===== config.mk =====
export PLATFORM = sky130hd
export DESIGN_NAME = wshb_arbiter
export DESIGN_NICKNAME = d
export VERILOG_FILES = /design/src/rtl/wshb_arbiter.sv
export SDC_FILE = /design/constraint.sdc
export NUM_CORES = 1
export LEC_CHECK = 0
export BUFFER_PORTS_ARGS = -buffer_cell sky130_fd_sc_hd__buf_2
export CELL_PAD_IN_SITES_DETAIL_PLACEMENT = 1
export CELL_PAD_IN_SITES_GLOBAL_PLACEMENT = 1
export CORE_AREA = 5 5 126 128
export DETAILED_ROUTE_END_ITERATION = 10
export DIE_AREA = 0 0 131 133
export MAX_ROUTING_LAYER = met4
export PLACE_DENSITY = 0.76
export REMOVE_ABC_BUFFERS = 1
export SETUP_SLACK_MARGIN = 0.15
export SLEW_MARGIN = 20
export SYNTH_ARGS = -nofsm -noshare
export SYNTH_HDL_FRONTEND = slang
export SYNTH_SLANG_ARGS = --single-unit

===== constraint.sdc =====
create_clock -name clk -period 3.55 [get_ports clk]
set_input_delay 1.065 -clock clk [delete_from_list [all_inputs] [get_ports clk]]
set_output_delay 1.065 -clock clk [all_outputs]
set_load 0.02 [all_outputs]

===== src/rtl/wshb_arbiter.sv =====
// rtl/wshb_arbiter.sv - two-master Wishbone arbiter with quota pre-emption and burst protection
module wshb_arbiter #(
   parameter int QUOTA = 64,
   parameter int AW    = 32
) (
   input  logic          clk,
   input  logic          rst_n,
   input  logic          m0_cyc,
   input  logic          m0_stb,
   input  logic          m0_we,
   input  logic [AW-1:0] m0_adr,
   input  logic [31:0]   m0_dat_ms,
   input  logic [3:0]    m0_sel,
   input  logic [2:0]    m0_cti,
   input  logic [1:0]    m0_bte,
   output logic          m0_ack,
   output logic [31:0]   m0_dat_sm,
   input  logic          m1_cyc,
   input  logic          m1_stb,
   input  logic          m1_we,
   input  logic [AW-1:0] m1_adr,
   input  logic [31:0]   m1_dat_ms,
   input  logic [3:0]    m1_sel,
   input  logic [2:0]    m1_cti,
   input  logic [1:0]    m1_bte,
   output logic          m1_ack,
   output logic [31:0]   m1_dat_sm,
   output logic          s_cyc,
   output logic          s_stb,
   output logic          s_we,
   output logic [AW-1:0] s_adr,
   output logic [31:0]   s_dat_ms,
   output logic [3:0]    s_sel,
   output logic [2:0]    s_cti,
   output logic [1:0]    s_bte,
   input  logic          s_ack,
   input  logic [31:0]   s_dat_sm,
   output logic [1:0]    gnt
);

   localparam int CW = (QUOTA > 1) ? $clog2(QUOTA) : 1;
   localparam logic [CW-1:0] CNT_MAX = CW'(QUOTA - 1);

   typedef enum logic [1:0] {
      IDLE = 2'b00,
      GNT0 = 2'b01,
      GNT1 = 2'b10
   } state_t;

   state_t        state_q, state_d;
   logic [CW-1:0] cnt_q, cnt_d;
   logic          last_q, last_d;
   logic          burst_q, burst_d;

   logic       req0, req1;
   logic       cur_cyc, other_req;
   logic [2:0] cur_cti;
   logic       at_boundary;
   logic       release_grant;

   assign req0 = m0_cyc & m0_stb;
   assign req1 = m1_cyc & m1_stb;

   always_comb begin
      cur_cyc   = m0_cyc;
      cur_cti   = m0_cti;
      other_req = req1;
      if (state_q == GNT1) begin
         cur_cyc   = m1_cyc;
         cur_cti   = m1_cti;
         other_req = req0;
      end
   end

   // An ack may hand over only if it neither opens/continues a burst nor sits inside one.
   assign at_boundary = (cur_cti != 3'b010) && !(burst_q && (cur_cti != 3'b111));

   always_comb begin
      state_d       = state_q;
      cnt_d         = cnt_q;
      last_d        = last_q;
      burst_d       = burst_q;
      release_grant = 1'b0;
      case (state_q)
         IDLE: begin
            if (req0 && (!req1 || last_q)) begin
               state_d = GNT0;
            end else if (req1) begin
               state_d = GNT1;
            end
         end
         default: begin
            if (s_ack) begin
               if ((cnt_q == CNT_MAX) && other_req && at_boundary) begin
                  release_grant = 1'b1;
               end else begin
                  if (cnt_q != CNT_MAX) begin
                     cnt_d = cnt_q + CW'(1);
                  end
                  if (cur_cti == 3'b010) begin
                     burst_d = 1'b1;
                  end else if (cur_cti == 3'b111) begin
                     burst_d = 1'b0;
                  end
               end
            end else if (!cur_cyc) begin
               release_grant = 1'b1;
            end
            if (release_grant) begin
               last_d  = (state_q == GNT1);
               cnt_d   = '0;
               burst_d = 1'b0;
               if (!other_req) begin
                  state_d = IDLE;
               end else if (state_q == GNT1) begin
                  state_d = GNT0;
               end else begin
                  state_d = GNT1;
               end
            end
         end
      endcase
   end

   always_ff @(posedge clk or negedge rst_n) begin
      if (!rst_n) begin
         state_q <= IDLE;
         cnt_q   <= '0;
         last_q  <= 1'b1;
         burst_q <= 1'b0;
      end else begin
         state_q <= state_d;
         cnt_q   <= cnt_d;
         last_q  <= last_d;
         burst_q <= burst_d;
      end
   end

   always_comb begin
      s_cyc    = 1'b0;
      s_stb    = 1'b0;
      s_we     = 1'b0;
      s_adr    = '0;
      s_dat_ms = '0;
      s_sel    = '0;
      s_cti    = '0;
      s_bte    = '0;
      case (state_q)
         GNT0: begin
            s_cyc    = m0_cyc;
            s_stb    = m0_stb;
            s_we     = m0_we;
            s_adr    = m0_adr;
            s_dat_ms = m0_dat_ms;
            s_sel    = m0_sel;
            s_cti    = m0_cti;
            s_bte    = m0_bte;
         end
         GNT1: begin
            s_cyc    = m1_cyc;
            s_stb    = m1_stb;
            s_we     = m1_we;
            s_adr    = m1_adr;
            s_dat_ms = m1_dat_ms;
            s_sel    = m1_sel;
            s_cti    = m1_cti;
            s_bte    = m1_bte;
         end
         default: ;
      endcase
   end

   assign gnt       = state_q;
   assign m0_ack    = s_ack & state_q[0];
   assign m1_ack    = s_ack & state_q[1];
   assign m0_dat_sm = s_dat_sm;
   assign m1_dat_sm = s_dat_sm;

endmodule


### Yosys cells after proc, flatten, opt, wreduce, memory -nomap -nowiden

Cells that the tools add are included.

* $add $sub $neg: 1
* equal/unequal tests: 10
* muxes and demuxes: 30
* bitwise logic cells: 5
* reduce and logical (&&, ||, !) cells: 17

Operators by type and width (number)
* case mux 32 bit (2 select lines): 2
* 2-to-1 mux 6 bit: 4
* 2-to-1 mux 2 bit: 6
* 2-to-1 mux 1 bit: 11
* case mux 4 bit (2 select lines): 1
* AND reduction 4 bit: 2
* adder 6 x 1 -> 6 bit (second input constant): 1
* == test 6 bit (second input constant): 1
* inequality test 3 bit (second input constant): 2
* inequality test 6 bit (second input constant): 1
* case mux 1 bit (2 select lines): 3
* case mux 3 bit (2 select lines): 1
* nonzero test 2 bit: 3
* logical AND 1 bit: 5
* AND 1 bit: 4
* case mux 2 bit (2 select lines): 1
* AND reduction 2 bit: 2
* == test 3 x 2 -> 1 bit (second input constant): 1
* == test 3 bit (second input constant): 1
* 2-to-1 mux 3 bit: 1
* inequality test 3 x 2 -> 1 bit (second input constant): 1
* nonzero test 3 bit: 1
* == test 2 x 1 -> 1 bit (second input constant): 1
* == test 2 bit (second input constant): 1
* other kinds (5): 6

* flip-flop bits (word level): 10
* output and inout port bits: 144
* word-level logic and storage cells: 67

### Depth between registers and ports, before layout

Gate-level depths: netlist of run 1.

* depth after elaboration: 12
* mapped depth: 9
* depth with buffers taken out: 7

### Worst setup path after synthesis of run 1

OpenSTA, ideal clock, no wires.

* path type: reg-to-output
* start point: reg state_q[0], in the netlist gnt[0]
* end point: out s_dat_ms[25]
* arrival: 2.020 ns
* setup slack: 0.465 ns
* cell stages (with the launch flop): 8
* path buffers: 3
* cells stage by stage: dfrtp_1 -> inv_1 -> ha_1 -> buf_2 -> buf_1 -> buf_1 -> a22oi_1 -> nor2b_1

* longest elaborated chain between the ends: 2

Ends and longest elaborated chain
* from (decl): RTL line 50 `state_t state_q, state_d;`
* from (signal assigned): RTL line 132 `state_q <= state_d;`
* == test 2 bit or == test 2 x 1 -> 1 bit (tied branches): RTL line 148 `case (state_q)`
* case mux 32 bit (2 select lines) *: RTL line 148
* to (decl): RTL line 32 `output logic [31:0] s_dat_ms,`

Mark *: on every way between the ends. The rest lies on a longest branch, timed or not.

### Worst setup path after layout of run 1

* start point: reg state_q[0], in the netlist gnt[0]
* end point: out s_adr[8]

* longest elaborated chain between the ends: 2

Ends and longest elaborated chain
* == test 2 bit or == test 2 x 1 -> 1 bit (tied branches): RTL line 148
* case mux 32 bit (2 select lines) *: RTL line 148
* to (decl): RTL line 31 `output logic [AW-1:0] s_adr,`

Marked as above.

==> results of run 1 <==
kinds of logic (layout without fill, tap and decap cells):
| kind of cell | count (synthesis) | after routing | synth area share |
|---|---|---|---|
| AND/OR/NAND/NOR | 118 | 118 | 0.291 |
| adder cells (fa/ha/maj) | 4 | 4 | 0.0211 |
| buffers and inverters | 95 | 249 | 0.252 |
| flip-flops | 10 | 10 | 0.106 |
| multiplexers | 4 | 4 | 0.0179 |
| AO/OA/AOI/OAI | 99 | 99 | 0.312 |
state kept, by name, indices dropped and copies added, names as in the netlist:
signal	count
burst_q	1
cnt_q	6
gnt	2
last_q	1
routing by layer:
metal  track usage  wire length [um]  share of wire  up-vias
li1              -                 -              -     1423
met1         0.180              5570           0.42     1463
met2         0.192              5630           0.43      215
met3        0.0824              1930           0.15        4
met4       0.00971                23         0.0017        0
met5             -                 0              0        -
synthesized netlist by cell type:
library cell | number | area share
nor2b_1 | 76 | 0.20
a22oi_1 | 75 | 0.24
buf_4 | 64 | 0.20
clkbuf_1 | 14 | 0.022
buf_1 | 12 | 0.019
nand2_1 | 11 | 0.017
nor2_1 | 10 | 0.016
dfrtp_1 | 9 | 0.095
a211o_1 | 4 | 0.015
ha_1 | 4 | 0.021
inv_1 | 4 | 0.0063
nand3_1 | 4 | 0.0084
nor3_1 | 4 | 0.0084
a31oi_1 | 3 | 0.0079
and2_1 | 3 | 0.0079
nor3b_1 | 3 | 0.0095
o21ai_0 | 3 | 0.0063
a21boi_0 | 2 | 0.0063
a21o_1 | 2 | 0.0063
a21oi_1 | 2 | 0.0042
mux2i_1 | 2 | 0.0084
nor4_1 | 2 | 0.0053
a2111oi_0 | 1 | 0.0037
a211oi_1 | 1 | 0.0032
a221o_1 | 1 | 0.0042
a311o_1 | 1 | 0.0042
a311oi_1 | 1 | 0.0037
buf_2 | 1 | 0.0021
dfstp_2 | 1 | 0.011
mux2_1 | 1 | 0.0047
mux2_2 | 1 | 0.0047
nand2b_1 | 1 | 0.0026
nand3b_1 | 1 | 0.0032
nand4b_1 | 1 | 0.0037
nor4b_2 | 1 | 0.0063
o21bai_1 | 1 | 0.0032
o311a_1 | 1 | 0.0042
o31ai_1 | 1 | 0.0032
or3_1 | 1 | 0.0026
worst reg2reg max path, stage by stage (launching register included):
cell and delay, ns:
dfrtp_1 0.38, inv_1 0.09, ha_2 0.32, buf_12 0.25, nor4b_2 0.43, a311oi_1 0.10, or3_1 0.46, a31oi_1 0.46
a221o_1 0.25
power by group through the flow:
stage | logic (uW) | registers, uW | clock network (uW)
after floorplan | 1780 | 229 | 0
after detailed placement | 2730 | 230 | 0
after global routing | 2920 | 240 | 235
after CTS | 2740 | 229 | 231
after global placement | 2710 | 228 | 0
final | 2690 | 230 | 226
cell type report:
cell class / instances / share of cell area
multi-input combinational: 225 / 0.455
inverter: 4 / 0.00445
tap: 188 / 0.0697
timing repair buffer: 241 / 0.370
sequential: 10 / 0.0746
clock buffer: 4 / 0.0263
how the worst max path moves through the flow:
| stage | start | depth (start not counted) | slack (ns) | to |
|---|---|---|---|---|
| after CTS | gnt[0] | 6 | 0.46 | s_dat_ms[30] |
| after floorplan | gnt[0] | 4 | -0.35 | s_cti[1] |
| after global routing | gnt[0] | 6 | 0.32 | s_cti[1] |
| after detailed placement | m0_cti[0] | 6 | 0.67 | gnt[1] |
| final | gnt[0] | 6 | 0.49 | s_adr[8] |
| after global placement | m0_cti[0] | 6 | 0.70 | gnt[1] |
stage by stage:
stage / power [uW] / area (sq um) / std cells / hold WS [ns] / worst slack (ns)
global placement: 2930 / 3280 / 668 / 0.505 / 0.698
detailed placement: 2960 / 3280 / 668 / 0.523 / 0.674
global route: 3400 / 3370 / 672 / 0.555 / 0.318
CTS: 3200 / 3370 / 672 / 0.533 / 0.462
floorplan: 2010 / 1790 / 239 / 0.477 / -0.348
finish: 3150 / 3370 / 672 / 0.531 / 0.490
==> flow_metrics.env, run 1 <==
export IMPL_ys_seq_elements=10
export IMPL_clk_latency_ns=0.24
export IMPL_ctsResizeCount=0
export IMPL_io_buffer_count=234
export IMPL_r2r_start="gnt[0]"
export IMPL_cp_top_family="buffers and inverters"
export IMPL_slowest_stage="ha_2"
export IMPL_cts_sinks=10
export IMPL_register_area_sq_um=251
export IMPL_fin_util=0.229
export IMPL_wire_per_inst_um=19.6
export IMPL_r2r_cells=8
export IMPL_nFillCells=1872
export IMPL_die_h_um=133
export IMPL_skew_ns=0.00208
export IMPL_overflow=0
export IMPL_vias=3105
export IMPL_io_pins=331
export IMPL_drc=0
export IMPL_layout_drive_gt1_share=0.519
export IMPL_switching_share=0.547
export IMPL_tightest_slew_ns=0.571
export IMPL_powerDensity_nw_per_um2=934
export IMPL_synth_cells=330
export IMPL_cts_buffer_depth=2
export IMPL_ys_warn_count=0
export IMPL_wl_mm=13.2
export IMPL_finalSetupViolations=0
export IMPL_p_seq_frac=0.073
export IMPL_holdPathEnd="cnt_q[1]"
export IMPL_finalWeightedCongestion=0.794
export IMPL_intPower_uw=1430
export IMPL_die_width_um=131
export IMPL_status="complete, no violations"
export IMPL_end_kind="output pin"
export IMPL_worst_setup_path_start_kind="flip-flop"
export IMPL_numCtsBuffers=3
export IMPL_cp_slowest_stage_delay_ns=0.44
export IMPL_ff2ff_setup_slack_ns=0.76
export IMPL_rows=45
export IMPL_fmax_ghz=0.327
export IMPL_post_cts_buffers=0
export IMPL_leakage_uw=0.00168
export IMPL_yosys_cell_types_count=39
export IMPL_ir_drop_mv=0.388
export IMPL_cp_data_arrival_time_ns=1.99
export IMPL_fin_crit_ns=3.06
export IMPL_rr_endpoint="cnt_q[3]"
export IMPL_hold_path_class="flip-flop to flip-flop"
export IMPL_core_sq_um=14800
export IMPL_finalHoldViolations=0
export IMPL_finalCritPeriodShare=0.862
export IMPL_diodes=0
export IMPL_multi_input_area_sq_um=1530
export IMPL_h_tree_depth=1
export IMPL_antenna_found_initial=1
export IMPL_final_common_cell="buf_2"
export IMPL_ant_nets=0
export IMPL_clkPwrFrac=0.072
export IMPL_synthesis_area_sq_um=2380
export IMPL_drt_pass1_iter_count=8
export IMPL_dpl_hpwl_mm=10.7
export IMPL_p_sw_uw=1720
export IMPL_maxSlewViolCount=0
export IMPL_hold_buffers=0
export IMPL_max_slew_margin=0.618
export IMPL_cts_tree="done"
export IMPL_grt_max_degree=49
export IMPL_required_ns=2.48
export IMPL_area_delta_synth_final_pct=42.0
export IMPL_grt_pass1_vias=3026
export IMPL_grt_pass1_wl_mm=18.3
export IMPL_final_cell_mix="buf_2, nor2b_1, a22oi_1"
export IMPL_synth_seq_area_share=0.106
export IMPL_drt_iter0_drc=192
export IMPL_start_util=0.161
export IMPL_dieArea_sq_um=17400
export IMPL_pwr_share_comb=0.855
export IMPL_nNetsFinal=676
export IMPL_cp_num_buf_inv=3
export IMPL_rsz0062_at_grt="false"
export IMPL_setup_tns_ns=0
export IMPL_clk_pin_slew_ns=0.04
export IMPL_min_path_cells=1
export IMPL_track_usage=0.138
export IMPL_critPathMaxFanout=20
export IMPL_syn_area_per_cell_sq_um=7.20
export IMPL_cp_cell_sequence="inv_1 > ha_2 > buf_4 > a22oi_1 > nor2b_1 > buf_2"
export IMPL_viasPerCell=4.62
export IMPL_min_delay_start="cnt_q[1]"
export IMPL_path_class="flip-flop to output pin"
export IMPL_maxCapViolations=0
export IMPL_clockRootBuffer="clkbuf_16"
(Power assumes the default switching activity.)
==> run 2, diff against run 1 <==
clock period = 3.75 ns   (was 3.55 ns; I/O delays follow)
==> run 2 against run 1 <==
Against the previous run: non-clock buffer count fell by 1; design area fell by 0.59%; sequential power fell by 5%; combinational power fell by 6%; hold slack got worse by 0.013 ns; flip-flop and latch count did not move; via count rose by 0.13%; critical path depth fell by 1; power fell by 5.6%; critical path type unchanged; largest power group unchanged.
==> flow_metrics.env, run 2 (same netlist as run 1, synthesis figures left out) <==
export IMPL_maxCapViolations=0
export IMPL_cts_buffer_depth=2
export IMPL_ant_nets=0
export IMPL_drt_pass1_iter_count=4
export IMPL_switching_share=0.550
export IMPL_io_pins=331
export IMPL_holdWs_ns=0.518
export IMPL_ff2ff_setup_slack_ns=0.88
export IMPL_r2r_start="gnt[0]"
export IMPL_intPower_uw=1340
export IMPL_holdPathEnd="cnt_q[1]"
export IMPL_cp_data_arrival_time_ns=2.14
export IMPL_clk_latency_ns=0.24
export IMPL_largest_reg_flops=6
export IMPL_grt_pass1_wl_mm=18.6
export IMPL_fmax_ghz=0.307
export IMPL_end_kind="output pin"
export IMPL_leakage_uw=0.00167
export IMPL_finalCritPeriodShare=0.870
export IMPL_multi_input_area_sq_um=1530
export IMPL_largest_register="cnt_q"
export IMPL_post_cts_buffers=0
export IMPL_core_sq_um=14800
export IMPL_track_usage=0.140
export IMPL_overflow=0
export IMPL_final_cell_mix="buf_2, nor2b_1, a22oi_1"
export IMPL_max_slew_margin=0.613
export IMPL_fin_area_sq_um=3350
export IMPL_dpl_hpwl_mm=10.7
export IMPL_clk_pin_slew_ns=0.04
export IMPL_die_width_um=131
export IMPL_area_delta_synth_final_pct=41.1
export IMPL_required_ns=2.62
export IMPL_wire_per_inst_um=19.6
export IMPL_grt_max_degree=51
export IMPL_path_class="flip-flop to output pin"
export IMPL_cp_cell_sequence="inv_1 > ha_2 > buf_4 > nor2b_1 > buf_2"
export IMPL_fin_cells=671
export IMPL_fin_crit_ns=3.26
export IMPL_rows=45
export IMPL_io_buffer_count=234
export IMPL_tightest_slew_ns=0.578
export IMPL_wl_mm=13.1
export IMPL_p_sw_uw=1630
export IMPL_die_h_um=133
export IMPL_min_delay_start="cnt_q[1]"
export IMPL_drc=0
export IMPL_grt_pass1_vias=3104
export IMPL_worst_setup_path_start_kind="flip-flop"
export IMPL_vias=3109
export IMPL_clockRootBuffer="clkbuf_16"
export IMPL_ctsResizeCount=0
export IMPL_cts_tree="done"
export IMPL_layout_drive_gt1_share=0.518
export IMPL_rr_endpoint="cnt_q[3]"
export IMPL_hold_path_class="flip-flop to flip-flop"
export IMPL_nNetsFinal=675
export IMPL_start_util=0.161
export IMPL_power_uw=2970
export IMPL_min_path_cells=1
export IMPL_placed_area_sq_um=3260
export IMPL_skew_ns=0.00176
export IMPL_hold_buffers=0
export IMPL_numCtsBuffers=3
export IMPL_final_common_cell="buf_2"
export IMPL_critPathMaxFanout=33
export IMPL_status="complete, no violations"
export IMPL_finalWeightedCongestion=0.808
export IMPL_drt_iter0_drc=159
export IMPL_dp_cells=667
export IMPL_viasPerCell=4.63
export IMPL_finalHoldViolations=0
export IMPL_maxSlewViolCount=0
export IMPL_pwr_share_comb=0.854
export IMPL_fin_util=0.227
export IMPL_p_seq_frac=0.073
export IMPL_ir_drop_mv=0.263
export IMPL_h_tree_depth=1
export IMPL_powerDensity_nw_per_um2=886
export IMPL_register_area_sq_um=251
export IMPL_cp_slowest_stage_delay_ns=0.66
export IMPL_rsz0062_at_grt="false"
export IMPL_diodes=0
export IMPL_finalSetupViolations=0
export IMPL_nFillCells=1884
export IMPL_cts_sinks=10
export IMPL_antenna_found_initial=1
export IMPL_slowest_stage="ha_2"
export IMPL_clkPwrFrac=0.073
export IMPL_dieArea_sq_um=17400
export IMPL_r2r_cells=8
[run 2: cell types whose count changed in the layout (fill, tap and decap cells not counted), sizes merged]
cell | before | now
buf | 241 | 240
[run 2: worst max-delay path, delay by kind of cell, from the launching register on]
kind / cells / cell delay [ns]
buffers and inverters: 3 / 0.63
AND/OR/NAND/NOR: 1 / 0.19
adder cells (fa/ha/maj): 1 / 0.66
flip-flops: 1 / 0.41
[run 2: cell type report]
| cell class | count | share of cell area |
|---|---|---|
| timing repair buffer | 240 | 0.366 |
| sequential | 10 | 0.0750 |
| tap | 188 | 0.0701 |
| inverter | 4 | 0.00448 |
| multi-input combinational | 225 | 0.457 |
| clock buffer | 4 | 0.0265 |
[run 2: worst max-delay path by stage]
stage          startpoint          end  slack [ns]  cells past startpoint
6_report           gnt[0]    s_adr[19]        0.49                      5
5_1_grt            gnt[0]    s_adr[19]        0.29                      5
4_1_cts            gnt[0]    s_adr[19]        0.44                      5
3_5_place_dp       gnt[0]    s_adr[19]        0.72                      5
3_3_place_gp       gnt[1]  s_dat_ms[5]        0.74                      5
2_1_floorplan      gnt[0]     s_cti[1]       -0.21                      4
[run 2: stage by stage]
step / setup TNS [ns] / setup slack [ns]
after global placement: 0 / 0.735
after floorplan: -10.05 / -0.208
after global routing: 0 / 0.287
final: 0 / 0.488
after CTS: 0 / 0.443
after detailed placement: 0 / 0.715
[run 2: routing by layer]
layer	vias up	global-route usage	routed length, um
met3	9	0.0779	1940
met4	0	0.0177	87
met5	-	-	0
met1	1458	0.179	5450
met2	216	0.199	5660
li1	1426	-	-
[run 2: power groups by stage]
stage,Combinational [uW],Clock (uW),Sequential (uW)
after floorplan,1690,0,217
after global placement,2540,0,217
after detailed placement,2560,0,219
after CTS,2570,219,218
after global routing,2760,224,227
final,2540,217,218
